$ cat src/rtl/r16_pkg.sv
`default_nettype none
// ============================================================================
//  Module   : r16_pkg
//  Purpose  : Shared types and constants for the radix-16 NTT modulus
//             parameter controller.
//  Revision : 1.0 - initial release
// ============================================================================
package r16_pkg;

    // Default modulus width; Ninv2 is one bit wider.
    localparam int c_p_width_def  = 64;

    // Width of the settle-window down-counter (SETTLE_CYC up to 255).
    localparam int c_settle_cnt_w = 8;

    // Reconfiguration sequencer states. LOAD_NINV is part of the state set
    // but the ninv2 launch happens on the DRAIN exit edge, so it is only
    // reachable through corruption and recovers to IDLE.
    typedef enum logic [2:0] {
        S_IDLE      = 3'd0,
        S_DRAIN     = 3'd1,
        S_LOAD_NINV = 3'd2,
        S_LOAD_N    = 3'd3,
        S_SETTLE    = 3'd4
    } r16_pctl_state_t;

endpackage : r16_pkg
`default_nettype wire

$ cat src/rtl/r16_param_settle_cnt.sv
`default_nettype none
// ============================================================================
//  Module   : r16_param_settle_cnt
//  Purpose  : Loadable down-counter with a zero flag, used to time the
//             settle window after the modulus N is launched.
//  Revision : 1.0 - initial release
// ============================================================================
module r16_param_settle_cnt
    import r16_pkg::*;
#(
    parameter int CNT_W = c_settle_cnt_w
)(
    input  logic             clk,
    input  logic             rst,
    input  logic             load,
    input  logic [CNT_W-1:0] val,
    input  logic             en,
    output logic             zero
);

    logic [CNT_W-1:0] r_cnt;

    // Load has priority; decrement saturates at zero.
    always_ff @(posedge clk) begin
        if (rst) begin
            r_cnt <= '0;
        end else if (load) begin
            r_cnt <= val;
        end else if (en && (r_cnt != '0)) begin
            r_cnt <= r_cnt - 1'b1;
        end
    end

    assign zero = (r_cnt == '0);

endmodule : r16_param_settle_cnt
`default_nettype wire

$ cat src/rtl/r16_mod_param_ctrl.sv
`default_nettype none
// ============================================================================
//  Module   : r16_mod_param_ctrl
//  Purpose  : Sequences modulus (N, Ninv2) reconfiguration for the radix-16
//             NTT butterfly pipeline: stall, drain, launch Ninv2 one cycle
//             ahead of N, settle, then release the datapath.
//  Revision : 1.0 - initial release
// ============================================================================
module r16_mod_param_ctrl
    import r16_pkg::*;
#(
    parameter int P_WIDTH    = c_p_width_def,
    parameter int SETTLE_CYC = 4
)(
    input  logic               clk,
    input  logic               rst,
    input  logic               cfg_valid,
    output logic               cfg_ready,
    input  logic [P_WIDTH-1:0] cfg_n,
    input  logic [P_WIDTH:0]   cfg_ninv2,
    input  logic               pipe_busy,
    output logic               hold_req,
    output logic [P_WIDTH-1:0] n_out,
    output logic [P_WIDTH:0]   ninv2_out,
    output logic               param_valid,
    output logic               update_done,
    output logic               cfg_err
);

    // The counter is loaded with SETTLE_CYC-1 so that the zero test on the
    // final SETTLE edge lands exactly SETTLE_CYC edges after N is launched.
    localparam logic [c_settle_cnt_w-1:0] c_settle_load = c_settle_cnt_w'(SETTLE_CYC - 1);

    r16_pctl_state_t    r_state, w_state_nxt;

    logic [P_WIDTH-1:0] r_sh_n,      w_sh_n_nxt;
    logic [P_WIDTH:0]   r_sh_ninv2,  w_sh_ninv2_nxt;
    logic [P_WIDTH-1:0] r_n_out,     w_n_out_nxt;
    logic [P_WIDTH:0]   r_ninv2_out, w_ninv2_out_nxt;
    logic               r_cfg_ready, w_cfg_ready_nxt;
    logic               r_hold_req,  w_hold_req_nxt;
    logic               r_param_vld, w_param_vld_nxt;
    logic               r_upd_done,  w_upd_done_nxt;
    logic               r_cfg_err,   w_cfg_err_nxt;

    logic               w_cnt_load;
    logic               w_cnt_en;
    logic               w_cnt_zero;

    assign w_cnt_load = (r_state == S_LOAD_N);
    assign w_cnt_en   = (r_state == S_SETTLE);

    r16_param_settle_cnt #(
        .CNT_W (c_settle_cnt_w)
    ) u_settle_cnt (
        .clk  (clk),
        .rst  (rst),
        .load (w_cnt_load),
        .val  (c_settle_load),
        .en   (w_cnt_en),
        .zero (w_cnt_zero)
    );

    // State, shadow and output registers; reset aborts any sequence in flight.
    always_ff @(posedge clk) begin
        if (rst) begin
            r_state     <= S_IDLE;
            r_sh_n      <= '0;
            r_sh_ninv2  <= '0;
            r_n_out     <= '0;
            r_ninv2_out <= '0;
            r_cfg_ready <= 1'b1;
            r_hold_req  <= 1'b0;
            r_param_vld <= 1'b0;
            r_upd_done  <= 1'b0;
            r_cfg_err   <= 1'b0;
        end else begin
            r_state     <= w_state_nxt;
            r_sh_n      <= w_sh_n_nxt;
            r_sh_ninv2  <= w_sh_ninv2_nxt;
            r_n_out     <= w_n_out_nxt;
            r_ninv2_out <= w_ninv2_out_nxt;
            r_cfg_ready <= w_cfg_ready_nxt;
            r_hold_req  <= w_hold_req_nxt;
            r_param_vld <= w_param_vld_nxt;
            r_upd_done  <= w_upd_done_nxt;
            r_cfg_err   <= w_cfg_err_nxt;
        end
    end

    // Next-state and next-output decode; pulses default low, everything else holds.
    always_comb begin
        w_state_nxt     = r_state;
        w_sh_n_nxt      = r_sh_n;
        w_sh_ninv2_nxt  = r_sh_ninv2;
        w_n_out_nxt     = r_n_out;
        w_ninv2_out_nxt = r_ninv2_out;
        w_cfg_ready_nxt = r_cfg_ready;
        w_hold_req_nxt  = r_hold_req;
        w_param_vld_nxt = r_param_vld;
        w_upd_done_nxt  = 1'b0;
        w_cfg_err_nxt   = 1'b0;

        case (r_state)
            S_IDLE: begin
                if (cfg_valid && r_cfg_ready) begin
                    w_sh_n_nxt     = cfg_n;
                    w_sh_ninv2_nxt = cfg_ninv2;
                    // An odd modulus is the only legal one (and is never zero).
                    if (cfg_n[0]) begin
                        w_state_nxt     = S_DRAIN;
                        w_hold_req_nxt  = 1'b1;
                        w_cfg_ready_nxt = 1'b0;
                    end else begin
                        w_cfg_err_nxt   = 1'b1;
                    end
                end
            end
            S_DRAIN: begin
                // In-flight samples still use the old modulus, so param_valid
                // only drops once the pipeline is empty and Ninv2 moves.
                if (!pipe_busy) begin
                    w_ninv2_out_nxt = r_sh_ninv2;
                    w_param_vld_nxt = 1'b0;
                    w_state_nxt     = S_LOAD_N;
                end
            end
            S_LOAD_N: begin
                w_n_out_nxt = r_sh_n;
                w_state_nxt = S_SETTLE;
            end
            S_SETTLE: begin
                if (w_cnt_zero) begin
                    w_param_vld_nxt = 1'b1;
                    w_upd_done_nxt  = 1'b1;
                    w_hold_req_nxt  = 1'b0;
                    w_cfg_ready_nxt = 1'b1;
                    w_state_nxt     = S_IDLE;
                end
            end
            S_LOAD_NINV: begin
                w_hold_req_nxt  = 1'b0;
                w_cfg_ready_nxt = 1'b1;
                w_state_nxt     = S_IDLE;
            end
            default: begin
                w_hold_req_nxt  = 1'b0;
                w_cfg_ready_nxt = 1'b1;
                w_state_nxt     = S_IDLE;
            end
        endcase
    end

    assign cfg_ready   = r_cfg_ready;
    assign hold_req    = r_hold_req;
    assign n_out       = r_n_out;
    assign ninv2_out   = r_ninv2_out;
    assign param_valid = r_param_vld;
    assign update_done = r_upd_done;
    assign cfg_err     = r_cfg_err;

endmodule : r16_mod_param_ctrl
`default_nettype wire

$ cat config.mk
export PLATFORM = sky130hd
export DESIGN_NAME = r16_mod_param_ctrl
export DESIGN_NICKNAME = d
export VERILOG_FILES = /design/src/rtl/r16_pkg.sv /design/src/rtl/r16_param_settle_cnt.sv /design/src/rtl/r16_mod_param_ctrl.sv
export SDC_FILE = /design/constraint.sdc
export NUM_CORES = 1
export LEC_CHECK = 0
export BUFFER_PORTS_ARGS = -buffer_cell sky130_fd_sc_hd__buf_2
export CAP_MARGIN = 20
export CORE_UTILIZATION = 47
export CTS_CLUSTER_SIZE = 28
export DETAILED_ROUTE_END_ITERATION = 8
export PLACE_DENSITY = 0.75
export SLEW_MARGIN = 30
export SYNTH_ARGS = -nofsm -noshare
export SYNTH_HDL_FRONTEND = slang
export SYNTH_SLANG_ARGS = --single-unit
$ cat constraint.sdc
create_clock -name clk -period 1.8 [get_ports clk]
set_clock_uncertainty 0.15 [all_clocks]
set_input_delay 0.09 -clock clk [delete_from_list [all_inputs] [get_ports clk]]
set_output_delay 0.09 -clock clk [all_outputs]
set_load 0.005 [all_outputs]
# Word-level counts from Yosys, hierarchy flattened
# Cells that the tools add are included.
word_totals:
  ff_bits: 274
  in_bits: 133
classes:
  add_sub_neg: 1
  n_eq_ne: 7
  n_mux: 19
  bitwise: 5
  reduce_logical: 16
op_table:
  columns: ["cell", "count"]
  rows:
  - ["3-bit two-way mux", 4]
  - ["3-bit one-hot mux with 4 select lines", 1]
  - ["1-bit two-way mux", 9]
  - ["8-bit zero test", 1]
  - ["2-bit inequality test (second input constant)", 4]
  - ["4-bit AND reduction", 2]
  - ["8-bit nonzero test", 1]
  - ["8-bit by 1-bit subtractor with 8-bit output (second input constant)", 1]
  - ["1-bit one-hot mux with 3 select lines", 2]
  - ["2-bit OR reduction", 3]
  - ["1-bit inverter", 5]
  - ["2-bit two-way mux", 2]
  - ["2-bit AND reduction", 2]
  - ["2-bit nonzero test", 2]
  - ["3-bit by 1-bit equality test with 1-bit output (second input constant)", 1]
  - ["3-bit by 2-bit equality test with 1-bit output (second input constant)", 1]
  - ["3-bit equality test (second input constant)", 1]
  - ["3-bit zero test", 1]
  - ["3-bit AND reduction", 1]
  - ["3-bit OR reduction", 1]
  - ["1-bit logical AND", 2]
  - ["1-bit one-hot mux with 2 select lines", 1]

# Longest topological paths before layout
logic_depth:
  ltp_word: 4
  depth_mapped: 7
  depth_no_buf: 5

# Cells and area by module
# A second synthesis with hierarchy kept.
unflattened:
  hier_cells: 1206
  hier_area_um2: 10301.1
by_module_without_submodules:
  columns: ["module", "n_inst", "cells_each", "area_each_um2", "seq_area_each_um2"]
  rows:
  - ["r16_mod_param_ctrl", 1, 1147, 9785.6, 5325.1]
  - ["r16_param_settle_cnt", 1, 59, 515.5, 160.2]

# Least setup slack after synthesis
# No wires, ideal clock.
synth_timing:
  path_type: "reg-to-reg"
  start: "reg u_settle_cnt.r_cnt[0]"
  end: "reg u_settle_cnt.r_cnt[6]"
  arrival_ns: 1.539
  required_ns: 1.532
  slack_ns: -0.007
  path_stages_with_launch: 6
  period_less_slack_ns: 1.807
  cell_sequence: "dfxtp_1 -> inv_1 -> ha_1 -> nor3b_1 -> and4bb_2 -> mux2i_1"
synth_via:
  elab_chain_cells: 2
  word_cells_on_any_way: 3
  cone_classes: "add/sub: 1; reduce/logical: 2"
synth_lines:
  columns: ["item", "line_no", "source"]
  rows:
  - ["start, declared", "r16_param_settle_cnt.sv:21", "logic [CNT_W-1:0] r_cnt;"]
  - ["start signal, assigned", "r16_param_settle_cnt.sv:28", "r_cnt <= val;"]
  - ["start signal, assigned", "r16_param_settle_cnt.sv:30", "r_cnt <= r_cnt - 1'b1;"]
  - ["branches (longest 2 deep; another with 8-bit by 1-bit subtractor with 8-bit output)", null, null]
# Several ways; the timed one is not identified.
# A chain may end at the register's enable or synchronous reset.

# Worst setup path after layout
layout_timing:
  start: "reg r_state[2]"
  end: "reg r_ninv2_out[26] (netlist: ninv2_out[26])"
layout_via:
  elab_chain_cells: 2
layout_lines:
  columns: ["item", "line_no", "source"]
  rows:
  - ["start, declared", "r16_mod_param_ctrl.sv:34", "r16_pctl_state_t r_state, w_state_nxt;"]
  - ["start signal, assigned", "r16_mod_param_ctrl.sv:78", "r_state <= w_state_nxt;"]
  - ["3-bit by 1-bit equality test with 1-bit output", "r16_mod_param_ctrl.sv:104", "case (r_state)"]
  - ["2-bit AND reduction (no source line)", null, null]
  - ["end signal, assigned", "r16_mod_param_ctrl.sv:82", "r_ninv2_out <= w_ninv2_out_nxt;"]
  - ["end, declared", "r16_mod_param_ctrl.sv:39", "logic [P_WIDTH:0] r_ninv2_out, w_ninv2_out_nxt;"]
# No other way between the ends.

==> impl_metrics.yaml <==
power:
  power.density_mw_per_mm2: 1000
  seq_power_share: 0.461
  power_mw: 14.1
  p_sw_mw: 3.50
  pwr-share-comb: 0.132
  p_sw_frac: 0.249
  clockPowerShare: 0.408
  cell_internal_pwr_mw: 10.6
  ir_drop_mv: 0.994
  p_leak_nw: 5.65
clocking:
  cts_max_level: 1
  cts-buffers-inserted: 28
  clock_path_buffers: 3
  clkLatencyLatePin_ns: 0.53
  clock-sinks: 274
  cts_root_buf: "clkbuf_16"
  clkTransAtPathRegs_ns: 0.06
  tritoncts: "built"
cells_and_area:
  stdcell_count: 1888
  final_cell_mix: "274 x dfxtp_1, 265 x buf_2, 262 x a21oi_1"
  synthToLayoutAreaGrowth_pct: 39.9
  final_core_util: 0.670
  final_common_cell: "dfxtp_1"
  final_layout_size_suffix_gt1_frac: 0.229
  final_nets: 1726
  antenna-diode-count: 0
  stdcell_area_sq_mm: 0.0141
synthesis:
  yosys.cell_types.count: 39
  synth_area_sq_mm: 0.0101
  synthCells: 1244
  syn_area_per_cell_sq_um: 8.09
  synth_fp_nets: 1379
  yosysSeqAreaShare: 0.545
  synth-seq-cells: 274
  synthTopCellsByArea: "dfxtp_1 54%, a21oi_1 13%, nand2_1 9.7%, nand3_1 6.7%, o21ai_0 6.5%"
  synth_edf_count: 0
  synthArstFlopShare: 0
  synth_top_cell_by_area: "dfxtp_1"
  yosysTopAreaCellShare: 0.545
  ys_warn_count: 0
  ys.flop_type: "dfxtp_1"
global_route:
  grt_max_degree: 113
  grt_overflow: 0
  grt_pass1_wl_mm: 46.6
  grt_pass1_vias: 9819
  antenna_found_initial: 0
  grt_usage: 0.255
run_status:
  failed_checks: "negative setup slack"
  status: "finished, violations left"
sta:
  fin_ws_ns: -0.00574
  rsz0062_at_grt: "yes"
  post-route-min-period_ns: 1.81
  setup_violations: 5
  fmax_mhz: 554
  worst_pin_slew_ns: 0.625
  slew_headroom: 0.583
  drv_slew: 0
  hold_viol_final: 0
  fin_crit_sh: 1.00
placement:
  place.port_buffers: 266
  placed_cell_area_sq_mm: 0.0118
  globalplace.congestion: 0.861
  place_inst: 1705
  hpwl_mm: 16.7
routing:
  totalWireLength_mm: 29.5
  avgViaCountPerCell: 5.41
  wl_per_cell_microns: 15.6
  remaining_drc_errors: 0
  ant_nets: 0
  vias: 10200
  first_pass_iters: 7
  drt_iter0_drc: 642
worst_hold_path:
  min_to: "r_sh_n[29]"
  hold_class: "in -> reg"
  worstHoldPathCells: 4
  worstHoldStart: "cfg_valid"
worst_setup_path:
  worst-path-max-fanout: 67
  r2r-end: "ninv2_out[26]"
  start_kind: "flop"
  crit_arrival_ns: 2.06
  r2r_setup_slack_ns: -0.006
  cp-end-kind: "flop"
  r2r_cells: 4
  worstSetupPathType: "reg -> reg"
  crit-reg2reg-launch: "r_state[2]"
  cp.required_ns: 2.05
die:
  die_area_sq_mm: 0.0220
  die_y_microns: 148
  io_pins: 267
  dieWidth_microns: 148
  start_util: 0.479
  rows: 53
  core_area_sq_mm: 0.0210
run:
  drv_cap: 0
[how the worst max path moves through the flow]
stage / start / end / slack (ns) / cells after the start
finish: r_state[2] / ninv2_out[26] / -0.006 / 4
global route: r_state[0] / r_sh_n[60] / -0.05 / 6
CTS: r_state[2] / ninv2_out[54] / 0.01 / 4
detailed placement: u_settle_cnt.r_cnt[0] / param_valid / -0.04 / 5
global placement: u_settle_cnt.r_cnt[0] / param_valid / 0.01 / 5
floorplan: u_settle_cnt.r_cnt[0] / param_valid / 0.01 / 5
[per-stage QoR]
| stage | worst slack (ns) | TNS [ns] | hold WS, ns |
|---|---|---|---|
| 3_5_place_dp | -0.0368 | -0.0368 | 0.195 |
| 5_1_grt | -0.0541 | -1.56 | 0.0755 |
| 3_3_place_gp | 0.0128 | 0 | 0.187 |
| 4_1_cts | 0.0109 | 0 | 0.0318 |
| 6_report | -0.00574 | -0.0194 | 0.0530 |
| 2_1_floorplan | 0.0143 | 0 | 0.0185 |
[per-layer routing]
layer | GRT usage | part of all wire
met1 | 0.317 | 0.41
met2 | 0.428 | 0.49
met3 | 0.0525 | 0.070
met4 | 0.108 | 0.032
met5 | 0 | 0
[kinds of logic after synthesis]
family | count (synthesis) | share of synthesized area
simple gates | 427 | 0.187
compound gates | 409 | 0.209
flops | 274 | 0.545
buf+inv | 127 | 0.0518
mux | 5 | 0.00497
fa+ha+maj | 2 | 0.00249
[synthesized netlist by cell type (2+ instances only)]
library cell and number:
or3b_2 2, nand3_1 135, nor4_1 3, mux2i_1 5, a2111o_1 3, nor4b_1 2, a211oi_1 4, ha_1 2
nand2_1 261, or3_1 7, clkbuf_1 93, nor2_1 4, buf_2 27, o311ai_0 2, dfxtp_1 274, a21oi_1 262
and2_1 2, inv_1 5, o21ai_0 131
[repair_timing]
item	CTS	global route
setup endpoints to repair	1	87
hold buffers	131	0
resized for setup	4	12
pin swaps	1	0
buffers inserted	0	0
hold endpoints to repair	216	0
[power groups by stage]
stage	clock, mW	combinational, mW	sequential, mW
2_1_floorplan	0	0.921	6.59
5_1_grt	6.06	2.02	6.51
6_report	5.74	1.85	6.49
4_1_cts	5.82	1.80	6.48
3_5_place_dp	0	1.56	6.61
3_3_place_gp	0	1.54	6.60
[area by class of cell]
type	count	area (sq um)
clock buffers	44	852
flip-flops and latches	274	5490
inverters	5	18.8
fillers	1645	6940
multi-input cells	843	4120
well taps	275	344
clock inverters	8	70.1
repair buffers	439	3190
[flip-flops by register name, indices dropped and copies added, names as in the netlist]
name,count
u_settle_cnt.r_cnt,8
hold_req,1
cfg_err,1
r_state,3
r_sh_n,64
r_sh_ninv2,65
n_out,64
cfg_ready,1
update_done,1
ninv2_out,65
param_valid,1
[worst max-delay path, cell delays in order, from the launching register on]
cell     delay [ns]
dfxtp_1        0.34
or4b_2         0.72
buf_12         0.24
nand2_1        0.12
a21oi_1        0.07
Note: power is estimated with default switching activity, not from simulation.
